## src/rtl/change_dispenser.sv

```systemverilog
// Coin-chute sequencer: dispenses latched dime/nickel counts one coin at a time,
// dimes first, confirming each coin on the chute sensor before ejecting the next.
module change_dispenser #(
  parameter int unsigned PULSE_CYCLES = 4,
  parameter int unsigned TIMEOUT      = 50,
  parameter int unsigned CW           = 4
) (
  input  logic          clk,
  input  logic          reset_n,
  input  logic          start,
  input  logic [CW-1:0] dime_req,
  input  logic [CW-1:0] nickel_req,
  input  logic          coin_seen,
  input  logic          clear_err,
  output logic          eject_dime,
  output logic          eject_nickel,
  output logic          busy,
  output logic          done,
  output logic          jam,
  output logic [CW-1:0] dimes_left,
  output logic [CW-1:0] nickels_left
);

  localparam int unsigned PW = $clog2(PULSE_CYCLES + 1);
  localparam int unsigned TW = $clog2(TIMEOUT + 1);
  localparam logic [PW-1:0] PULSE_LAST = PW'(PULSE_CYCLES - 1);
  localparam logic [TW-1:0] TMO_LAST   = TW'(TIMEOUT - 1);

  typedef enum logic [2:0] {
    IDLE, D_PULSE, D_WAIT, N_PULSE, N_WAIT, DONE, JAM
  } state_t;

  state_t        state;
  logic [PW-1:0] pulse_cnt;
  logic [TW-1:0] tmo_cnt;

  // Outputs are registered alongside the state transition, so each branch
  // sets the output values that belong to the state being entered.
  always_ff @(posedge clk or negedge reset_n) begin
    if (!reset_n) begin
      state        <= IDLE;
      pulse_cnt    <= '0;
      tmo_cnt      <= '0;
      eject_dime   <= 1'b0;
      eject_nickel <= 1'b0;
      busy         <= 1'b0;
      done         <= 1'b0;
      jam          <= 1'b0;
      dimes_left   <= '0;
      nickels_left <= '0;
    end else begin
      done <= 1'b0;
      case (state)
        IDLE: begin
          if (start) begin
            dimes_left   <= dime_req;
            nickels_left <= nickel_req;
            busy         <= 1'b1;
            pulse_cnt    <= '0;
            if (dime_req != '0) begin
              state      <= D_PULSE;
              eject_dime <= 1'b1;
            end else if (nickel_req != '0) begin
              state        <= N_PULSE;
              eject_nickel <= 1'b1;
            end else begin
              state <= DONE;
              done  <= 1'b1;
            end
          end
        end

        D_PULSE: begin
          if (pulse_cnt == PULSE_LAST) begin
            state      <= D_WAIT;
            eject_dime <= 1'b0;
            tmo_cnt    <= '0;
          end else begin
            pulse_cnt <= pulse_cnt + PW'(1);
          end
        end

        D_WAIT: begin
          if (coin_seen) begin
            dimes_left <= dimes_left - CW'(1);
            pulse_cnt  <= '0;
            // dimes_left is still the pre-decrement value here
            if (dimes_left != CW'(1)) begin
              state      <= D_PULSE;
              eject_dime <= 1'b1;
            end else if (nickels_left != '0) begin
              state        <= N_PULSE;
              eject_nickel <= 1'b1;
            end else begin
              state <= DONE;
              done  <= 1'b1;
            end
          end else if (tmo_cnt == TMO_LAST) begin
            state <= JAM;
            jam   <= 1'b1;
          end else begin
            tmo_cnt <= tmo_cnt + TW'(1);
          end
        end

        N_PULSE: begin
          if (pulse_cnt == PULSE_LAST) begin
            state        <= N_WAIT;
            eject_nickel <= 1'b0;
            tmo_cnt      <= '0;
          end else begin
            pulse_cnt <= pulse_cnt + PW'(1);
          end
        end

        N_WAIT: begin
          if (coin_seen) begin
            nickels_left <= nickels_left - CW'(1);
            pulse_cnt    <= '0;
            if (nickels_left != CW'(1)) begin
              state        <= N_PULSE;
              eject_nickel <= 1'b1;
            end else begin
              state <= DONE;
              done  <= 1'b1;
            end
          end else if (tmo_cnt == TMO_LAST) begin
            state <= JAM;
            jam   <= 1'b1;
          end else begin
            tmo_cnt <= tmo_cnt + TW'(1);
          end
        end

        DONE: begin
          state <= IDLE;
          busy  <= 1'b0;
        end

        JAM: begin
          if (clear_err) begin
            state <= IDLE;
            busy  <= 1'b0;
            jam   <= 1'b0;
          end
        end

        default: begin
          state        <= IDLE;
          busy         <= 1'b0;
          jam          <= 1'b0;
          eject_dime   <= 1'b0;
          eject_nickel <= 1'b0;
        end
      endcase
    end
  end

endmodule
```

## config.mk

```make
export PLATFORM = sky130hd
export DESIGN_NAME = change_dispenser
export DESIGN_NICKNAME = d
export VERILOG_FILES = /design/src/rtl/change_dispenser.sv
export SDC_FILE = /design/constraint.sdc
export NUM_CORES = 1
export LEC_CHECK = 0
export CAP_MARGIN = 5
export CORE_ASPECT_RATIO = 1.5
export CORE_MARGIN = 2
export CORE_UTILIZATION = 45
export CTS_BUF_LIST = sky130_fd_sc_hd__clkbuf_8
export DETAILED_ROUTE_END_ITERATION = 8
export HOLD_SLACK_MARGIN = 0.05
export MAX_ROUTING_LAYER = met4
export PLACE_DENSITY = 0.8
export SYNTH_ARGS = -nofsm -noshare
export SYNTH_HDL_FRONTEND = slang
export SYNTH_SLANG_ARGS = --single-unit
```

## constraint.sdc

```tcl
create_clock -name clk -period 5.3 [get_ports clk]
set_input_delay 1.06 -clock clk [delete_from_list [all_inputs] [get_ports clk]]
set_output_delay 1.06 -clock clk [all_outputs]
set_load 0.02 [all_outputs]
```

==> impl_metrics.yaml <==
timing:
  worst_slew_pin_slew_ns: 0.738
  rsz0062_at_grt: "no"
  period_needed_ns: 2.84
  setup_tns_ns: 0
  min_period_over_period: 0.535
  maxSlewViolCount: 0
  hold_viol: 0
  timing.fmax_mhz: 353
  finClkSkew_ns: 0.00754
  setup_viol: 0
  relSlewSlack: 0.508
power_and_ir_drop:
  vdd_ir_drop_max_v: 0.000283
  p_leak_uw: 0.000807
  p_per_area_nw_per_um2: 541
  power.total_uw: 1080
detailed_routing:
  ant_nets: 0
  via_per_inst: 5.98
  first_pass_iters: 4
  drt-met1-wl_mm: 1.50
  drc: 0
  finalWirelength_mm: 3.68
  first_iter_violations: 45
  top_layer_used: "met4"
  num_vias: 1549
  wl_met2_mm: 1.98
  wl_per_cell_um: 14.2
  wl_met3_um: 143
finish:
  antennaDiodeCount: 0
  fin_area_um2: 1990
  drive_gt1_frac: 0.0648
  layout.cells.non_filler: 259
  nNetsFinal: 239
  syn_to_final_growth_pct: 19.1
placed_design:
  routabilityCongestion: 0.860
  post-place-cells: 255
  numPortBuffers: 25
  dpl-instance-area_um2: 1950
  dp_hpwl_mm: 2.70
synthesis:
  synth_top_area_frac: 0.374
  synth.distinct_cells: 49
  syn_nets: 216
  syn_area_um2: 1670
  ys.flop_type: "dfrtp_1"
  synth_edf_count: 0
  synth_area_leaders: "dfrtp_1 37%, ha_1 6.7%, o21ai_0 5.4%, nand2_1 4.7%, nor2_1 3.4%"
  synth_top_area_cell: "dfrtp_1"
  ys_seq_area_frac: 0.374
  syn_avg_cell_area_um2: 8.63
  async_reset_ff_frac: 1.00
  yosysWarnings: 0
  synthCells: 194
  ys_seq_elements: 25
global_routing:
  gr-total-overflow: 0
  grt_pass1_wl_mm: 6.39
  grt_pass1_vias: 1414
  grt_max_degree: 26
  antenna_found_initial: 0
  grt_use_total: 0.204
clock_network:
  cts_tree: "yes"
  post_cts_buffers: 0
  clkTransAtPathRegs_ns: 0.09
  cts_root_buf: "clkbuf_8"
  cts_htree_levels: 1
  cts_buffers: 3
  clock_latency_ns: 0.27
  cts_sinks: 25
  clockBufferDepth: 2
  holdBufCountCts: 0
  ctsResizeCount: 0
critical_path:
  r2r_slack_ns: 3.02
  r2r-start: "state[2]$_DFFE_PN0P_"
  cp_max_fo: 3
  arrival_ns: 2.99
  rr_worst_depth: 5
  crit_path_end_kind: "flip-flop"
  timing.rr.end: "pulse_cnt[0]$_DFFE_PN0P_"
  worstSetupPathType: "in -> reg"
  critPathRequiredTime_ns: 5.46
  start_kind: "input port"
die:
  die_h_um: 78.7
  io_pins: 26
  num_rows: 27
  core_um2: 3610
  start_util: 0.463
  dieArea_um2: 4230
  fp.dieW_um: 53.8
hold_path:
  hold_path_depth: 1
  hold_class: "reg -> reg"
  hp-start: "tmo_cnt[5]$_DFFE_PN0P_"
  min_to: "tmo_cnt[5]$_DFFE_PN0P_"
outcome:
  status: "finished clean"
flow_run:
  drv_cap: 0
per-layer routing:
| metal | vias up | global-route usage |
|---|---|---|
| li1 | 762 | - |
| met1 | 730 | 0.253 |
| met2 | 50 | 0.341 |
| met3 | 7 | 0.0226 |
| met4 | 0 | 0.0590 |
| met5 | - | - |
flip-flops by register name (all words and copies together), names as in the netlist:
name          flops
busy              1
dimes_left        4
done              1
eject_dime        1
eject_nickel      1
jam               1
nickels_left      4
pulse_cnt         3
state             3
tmo_cnt           6
through the flow:
step	setup WS (ns)	utilization	hold WS [ns]
floorplan	2.70	-	0.449
global placement	2.21	0.539	0.472
detailed placement	2.18	0.539	0.474
CTS	2.47	0.551	0.487
global route	2.32	0.551	0.521
finish	2.46	0.551	0.482
how the worst max path moves through the flow:
stage	start	endpoint	slack [ns]	cells after the start
2_1_floorplan	dime_req[1]	eject_nickel$_DFFE_PN0P_	2.70	5
3_3_place_gp	dime_req[1]	eject_nickel$_DFFE_PN0P_	2.21	6
3_5_place_dp	dime_req[1]	eject_nickel$_DFFE_PN0P_	2.18	6
4_1_cts	dime_req[1]	eject_nickel$_DFFE_PN0P_	2.47	6
5_1_grt	coin_seen	tmo_cnt[2]$_DFFE_PN0P_	2.32	6
6_report	dime_req[1]	eject_nickel$_DFFE_PN0P_	2.46	6
area by class of cell:
class	count	area (um^2)
Fill cell	340	1620
Timing Repair Buffer	26	258
Clock buffer	3	41.3
Multi-Input combinational cell	152	977
Tap cell	43	53.8
Sequential cell	25	626
Inverter	9	33.8
Clock inverter	1	3.75
layout by cell type, fill, tap and decap left out, types with 7 or more instances in the layout:
master,instances
clkdlybuf4s50_1,25
dfrtp_1,25
nand2b_1,7
nand3_1,10
o211ai_1,7
o21ai_0,18
nor2_1,15
a21oi_1,10
nand2_1,21
ha_1,9
inv_1,10
power breakdown:
group          switching, uW  total [uW]  internal [uW]  leakage, uW
sequential               127         390            263     0.000313
clock                   60.9         113           51.9    0.0000269
combinational            311         575            264     0.000467
total                    499        1080            579     0.000807
Yosys cell counts (2+ instances only):
| master | count |
|---|---|
| a21o_1 | 2 |
| a21oi_1 | 10 |
| a22o_1 | 2 |
| a31oi_1 | 5 |
| a32o_1 | 2 |
| and3_1 | 3 |
| buf_2 | 5 |
| dfrtp_1 | 25 |
| ha_1 | 9 |
| inv_1 | 9 |
| mux2i_1 | 3 |
| nand2_1 | 21 |
| nand2b_1 | 7 |
| nand3_1 | 10 |
| nor2_1 | 15 |
| nor3_1 | 2 |
| nor3b_1 | 4 |
| o211ai_1 | 7 |
| o21a_1 | 2 |
| o21ai_0 | 18 |
| o32ai_1 | 2 |
| or2_2 | 2 |
| or3_1 | 3 |
worst max-delay path, cell delays in order:
cell,delay [ns]
clkdlybuf4s50_1,0.41
or4_4,0.54
or2_1,0.26
o2bb2ai_1,0.13
a211oi_2,0.22
mux2_2,0.36
cells by family after synthesis:
logic type,count (synthesis),synth area share
muxes,4,0.0247
AOI/OAI and AO/OA,60,0.238
and+or+nand+nor,77,0.242
adders and majority gates,10,0.0732
xor gates and xnor gates,1,0.00523
buffers and inverters,17,0.0426
DFF,25,0.374
No activity file was read; power rests on OpenSTA's default activity.
